`src/rtl/dpic_mem_master.sv`:
```
// rtl/dpic_mem_master.sv - load/store initiator driving the DPI-C memory read/write port
// Define MEM_MISALIGN_EN to allow misaligned accesses; crossing loads then take two read beats.
module dpic_mem_master #(
  parameter logic [63:0] MEM_BASE = 64'h8000_0000,
  parameter logic [63:0] MEM_SIZE = 64'h0800_0000
) (
  input  logic        clock,
  input  logic        reset,
  input  logic        req_valid,
  output logic        req_ready,
  input  logic        req_wen,
  input  logic [63:0] req_addr,
  input  logic [1:0]  req_size,
  input  logic        req_signed,
  input  logic [63:0] req_wdata,
  output logic        resp_valid,
  input  logic        resp_ready,
  output logic [63:0] resp_rdata,
  output logic        resp_err,
  output logic        mem_rd_en,
  output logic [63:0] mem_rd_addr,
  input  logic [63:0] mem_rd_data,
  output logic        mem_we_en,
  output logic [63:0] mem_we_addr,
  output logic [63:0] mem_we_data,
  output logic [7:0]  mem_we_mask
);

  typedef enum logic [2:0] {IDLE, RD0, RD1, WR, RESP} state_t;

  state_t      state;
  logic [2:0]  off_q;
  logic [1:0]  size_q;
  logic        sgn_q;
  logic        cross_q;
  logic [63:0] d0_q;

  logic [3:0]  len;
  logic [63:0] last;
  logic [63:0] top;
  logic        range_err;
  logic        acc_err;
  logic        crossing;
  logic [7:0]  len_mask;
  logic [63:0] wdata_masked;

  assign req_ready = (state == IDLE) && !reset;

  always_comb begin
    len       = 4'd1 << req_size;
    top       = MEM_BASE + MEM_SIZE - 64'd1;
    last      = req_addr + {60'd0, len} - 64'd1;
    // last < req_addr catches address wrap past the top of the 64-bit space
    range_err = (req_addr < MEM_BASE) || (last > top) || (last < req_addr);
`ifdef MEM_MISALIGN_EN
    crossing  = ({1'b0, req_addr[2:0]} + len) > 4'd8;
    acc_err   = range_err;
`else
    crossing  = 1'b0;
    acc_err   = range_err || ((req_addr[2:0] & (len[2:0] - 3'd1)) != 3'd0);
`endif
    case (req_size)
      2'd0:    len_mask = 8'h01;
      2'd1:    len_mask = 8'h03;
      2'd2:    len_mask = 8'h0F;
      default: len_mask = 8'hFF;
    endcase
    wdata_masked = '0;
    for (int i = 0; i < 8; i++)
      wdata_masked[8*i +: 8] = len_mask[i] ? req_wdata[8*i +: 8] : 8'h00;
  end

  // Shift the two-beat window down to the addressed byte, then truncate and extend.
  function automatic logic [63:0] extend(input logic [127:0] pair, input logic [2:0] off,
                                         input logic [1:0] size, input logic sgn);
    logic [63:0] raw;
    raw = pair[{off, 3'b000} +: 64];
    case (size)
      2'd0:    return {{56{sgn & raw[7]}},  raw[7:0]};
      2'd1:    return {{48{sgn & raw[15]}}, raw[15:0]};
      2'd2:    return {{32{sgn & raw[31]}}, raw[31:0]};
      default: return raw;
    endcase
  endfunction

  always_ff @(posedge clock or posedge reset) begin
    if (reset) begin
      state       <= IDLE;
      off_q       <= '0;
      size_q      <= '0;
      sgn_q       <= 1'b0;
      cross_q     <= 1'b0;
      d0_q        <= '0;
      resp_valid  <= 1'b0;
      resp_rdata  <= '0;
      resp_err    <= 1'b0;
      mem_rd_en   <= 1'b0;
      mem_rd_addr <= '0;
      mem_we_en   <= 1'b0;
      mem_we_addr <= '0;
      mem_we_data <= '0;
      mem_we_mask <= '0;
    end else begin
      case (state)
        IDLE: if (req_valid) begin
          off_q   <= req_addr[2:0];
          size_q  <= req_size;
          sgn_q   <= req_signed;
          cross_q <= crossing;
          if (acc_err) begin
            resp_valid <= 1'b1;
            resp_err   <= 1'b1;
            resp_rdata <= '0;
            state      <= RESP;
          end else if (req_wen) begin
            mem_we_en   <= 1'b1;
            mem_we_addr <= req_addr;
            mem_we_data <= wdata_masked;
            mem_we_mask <= len_mask;
            state       <= WR;
          end else begin
            mem_rd_en   <= 1'b1;
            mem_rd_addr <= {req_addr[63:3], 3'b000};
            state       <= RD0;
          end
        end
        RD0: begin
          d0_q <= mem_rd_data;
          if (cross_q) begin
            mem_rd_addr <= mem_rd_addr + 64'd8;
            state       <= RD1;
          end else begin
            mem_rd_en   <= 1'b0;
            mem_rd_addr <= '0;
            resp_valid  <= 1'b1;
            resp_err    <= 1'b0;
            resp_rdata  <= extend({64'd0, mem_rd_data}, off_q, size_q, sgn_q);
            state       <= RESP;
          end
        end
        RD1: begin
          mem_rd_en   <= 1'b0;
          mem_rd_addr <= '0;
          resp_valid  <= 1'b1;
          resp_err    <= 1'b0;
          resp_rdata  <= extend({mem_rd_data, d0_q}, off_q, size_q, sgn_q);
          state       <= RESP;
        end
        WR: begin
          mem_we_en   <= 1'b0;
          mem_we_addr <= '0;
          mem_we_data <= '0;
          mem_we_mask <= '0;
          resp_valid  <= 1'b1;
          resp_err    <= 1'b0;
          resp_rdata  <= '0;
          state       <= RESP;
        end
        RESP: if (resp_ready) begin
          resp_valid <= 1'b0;
          resp_err   <= 1'b0;
          resp_rdata <= '0;
          state      <= IDLE;
        end
        default: state <= IDLE;
      endcase
    end
  end

endmodule

```
`config.mk`:
```
export PLATFORM = sky130hd
export DESIGN_NAME = dpic_mem_master
export DESIGN_NICKNAME = d
export VERILOG_FILES = /design/src/rtl/dpic_mem_master.sv
export SDC_FILE = /design/constraint.sdc
export NUM_CORES = 1
export LEC_CHECK = 0
export ABC_AREA = 1
export BUFFER_PORTS_ARGS = -buffer_cell sky130_fd_sc_hd__buf_4
export CAP_MARGIN = 10
export CORE_MARGIN = 2
export CORE_UTILIZATION = 40
export CTS_CLUSTER_DIAMETER = 200
export DETAILED_ROUTE_END_ITERATION = 7
export PLACE_DENSITY = 0.59
export SYNTH_ARGS = -nofsm -noshare
export SYNTH_HDL_FRONTEND = slang
export SYNTH_SLANG_ARGS = --single-unit
```
`constraint.sdc`:
```
create_clock -name clock -period 15.7 [get_ports clock]
set_clock_uncertainty 0.05 [all_clocks]
set_input_delay 3.14 -clock clock [delete_from_list [all_inputs] [get_ports clock]]
set_output_delay 3.14 -clock clock [all_outputs]
set_load 0.02 [all_outputs]
```
==> reports/results.ini <==
[global_routing]
antenna_found_initial = 2
grt_overflow_total = 0
grt_util_met2 = 0.517
grt_max_degree = 113
globalRoute.busiestLayer = met2
grt_pass1_wl_um = 154000
use_met1 = 0.369
gr-usage-met3 = 0.0364
grt_pass1_vias = 26100
track_usage = 0.297

[timing]
tightest_slew_ns = 1.18
fmax_ghz = 0.104
rsz0062_at_grt = false
maxSlewHeadroom = 0.193
hold_violations = 0
fin_crit_ns = 9.62
fin_crit_sh = 0.613
tns_ns = 0
setup_viol = 0
finalMaxSlewViolations = 0

[worst_setup_path]
cp.arrival_ns = 10.03
cp_max_fo = 44
required_ns = 16.12
critPathLaunchType = input port
worstSetupPathType = input port to flip-flop
cp-end-kind = flip-flop
crit_top_cell = nand2_1
cp_slowest_stage_delay_ns = 0.67
crit_path_top_delay_cell = nor4b_1
reg2reg_depth = 14

[floorplanning]
fp.dieH_um = 258
floorplan.rows = 93
design.portCount = 469
dieArea_um2 = 66600
die_w_um = 258
initial_core_util = 0.403
core-area_um2 = 64100

[clock_tree]
clock-sinks = 333
root_buffer = clkbuf_16
cts_tree = built
cts_buffers = 41
ctsResizeCount = 0
path_clk_slew_ns = 0.05
clk_latency_ns = 0.60
h-tree-depth = 2
clockBufferDepth = 3
holdBufCountCts = 0
cts_setup_buffers = 0

[finish]
nets = 4786
ff_latch_area_um2 = 8340
instances_no_fill = 5323
drive_gt1_frac = 0.135
postLayoutCoreUtil = 0.488
nFillCells = 6825
multi_input_area_um2 = 14500
area_growth_pct = 21.1

[detailed_routing]
dr.pass1.iters = 5
first_iter_violations = 2265
via_per_inst = 5.12
detail_route.wirelength_um = 100000
wl_per_cell_um = 18.8
postRouteAntennaNets = 0
drc_errors = 0
num_vias = 27300

[job]
drv_cap = 0

[status]
outcome = complete, no violations

[place]
dp_hpwl_um = 77600
io_buffers = 465
gp_congestion = 1.03
dp.cells = 5247

[power]
irDropWorstVdd_v = 0.0000783
p_per_area_nw_per_um2 = 125
p_leak_uw = 0.0179

[yosys]
yosysWarnings = 0
synth_area_um2 = 25800
yosysSeqAreaShare = 0.323
synth-edff-count = 0
synthCells = 4089
ys.flop_type = dfrtp_1
ys_seq_elements = 333
ys_async_sr_fraction = 1.00
synth_cell_types = 52
syn_avg_cell_area_um2 = 6.32

[worst_hold_path]
holdPathStages = 2
hp-class = flip-flop to flip-flop

==> flip-flops by register name, indices dropped and copies added (netlist names), 2 cells and up <==
name / cells
resp_rdata: 64
state: 3
off_q: 3
d0_q: 64
mem_we_data: 64
mem_rd_addr: 61
mem_we_addr: 64
size_q: 2
mem_we_mask: 4
==> critical path, delay by kind of cell <==
family | cells | cell delay (ns)
and+or+nand+nor | 22 | 4.13
buffers and inverters | 6 | 1.54
adders and majority gates | 4 | 1.15
==> layer usage <==
metal	part of all wire	vias to the layer above
met5	0.00011	-
met4	0.049	2
met3	0.052	199
met2	0.49	792
met1	0.41	12700
li1	-	13600
==> per-stage QoR <==
step / worst slack, ns / hold WS (ns) / power, uW / instance area, um2
2_1_floorplan: 3.29 / 0.403 / 2260 / 25800
3_3_place_gp: 5.90 / 0.405 / 2830 / 29800
3_5_place_dp: 5.68 / 0.409 / 2840 / 29800
4_1_cts: 6.23 / 0.424 / 3910 / 31300
5_1_grt: 5.55 / 0.437 / 4190 / 31300
6_report: 6.08 / 0.419 / 3910 / 31300
==> layout by cell type (no fill, tap or decap), drive strengths merged, types with 16 or more instances in the layout <==
master	Yosys	routed
buf	60	495
a21oi	142	142
nand4	81	81
nor2	300	300
ha	150	150
inv	567	567
nor3	19	19
dfrtp	333	333
o21ai	372	372
mux2i	36	36
clkbuf	134	55
xor2	28	28
nand2	1583	1583
a31oi	16	16
nand3	177	177
==> power breakdown <==
group	internal, uW	total (uW)	leakage (uW)	switching [uW]
combinational	550	1800	0.0129	1250
clock	655	1070	0.000742	411
sequential	947	1040	0.00421	95.1
total	2150	3910	0.0179	1760
==> logic make-up after synthesis <==
family / count (synthesis) / synth area share
xor gates and xnor gates: 29 / 0.00983
AOI/OAI and AO/OA: 595 / 0.124
other: 1 / 0.000145
adders and majority gates: 151 / 0.0734
and+or+nand+nor: 2178 / 0.338
buffers and inverters: 765 / 0.117
DFF: 333 / 0.323
muxes: 37 / 0.0144
==> layout make-up <==
class / count / area share
Clock buffer: 55 / 0.0370
Tap cell: 855 / 0.0342
Antenna cell: 1 / 0.0000800
Multi-Input combinational cell: 2993 / 0.463
Timing Repair Buffer: 495 / 0.119
Inverter: 571 / 0.0688
Sequential cell: 333 / 0.267
Clock inverter: 20 / 0.0113
==> path summary, 6_finish.rpt <==
path,start,endpoint,slack [ns]
min in group asynchronous,reset,mem_we_data[1],2.68
setup / recovery,req_size[1],mem_rd_addr[51],6.08
hold reg to reg,mem_we_addr[57],mem_we_addr[57],0.42
hold / removal,mem_we_addr[57],mem_we_addr[57],0.42
setup reg to reg,off_q[0],resp_rdata[50],10.37
max in group asynchronous,reset,d0_q[61],10.86
==> synthesized netlist by cell type (2+ instances only) <==
cell	number	area (um2)
nand2_1	1582	5940
buf_6	9	101
buf_1	7	26.3
nor4_1	2	12.5
a22o_1	3	26.3
xor2_1	28	245
or2_2	2	12.5
nand4_1	81	507
o211ai_1	13	97.6
nor2_2	7	43.8
nand3b_1	7	52.6
inv_2	12	45.0
o21bai_1	11	82.6
nor2_1	292	1100
a31oi_1	16	100
ha_1	150	1880
nand3_1	174	871
dfrtp_1	333	8330
buf_4	14	105
a21oi_1	142	711
a211oi_1	5	37.5
clkbuf_1	134	503
mux2i_1	36	360
clkinv_1	4	15.0
o31ai_1	4	30.0
buf_2	30	150
nor3_1	19	95.1
o22ai_1	2	12.5
a32o_1	12	120
and3_1	2	12.5
nand3_2	2	20.0
o22a_1	8	70.1
and2_1	2	12.5
o221ai_1	2	17.5
inv_1	555	2080
o21ai_0	371	1860
Note: power is estimated with default switching activity, not from simulation.
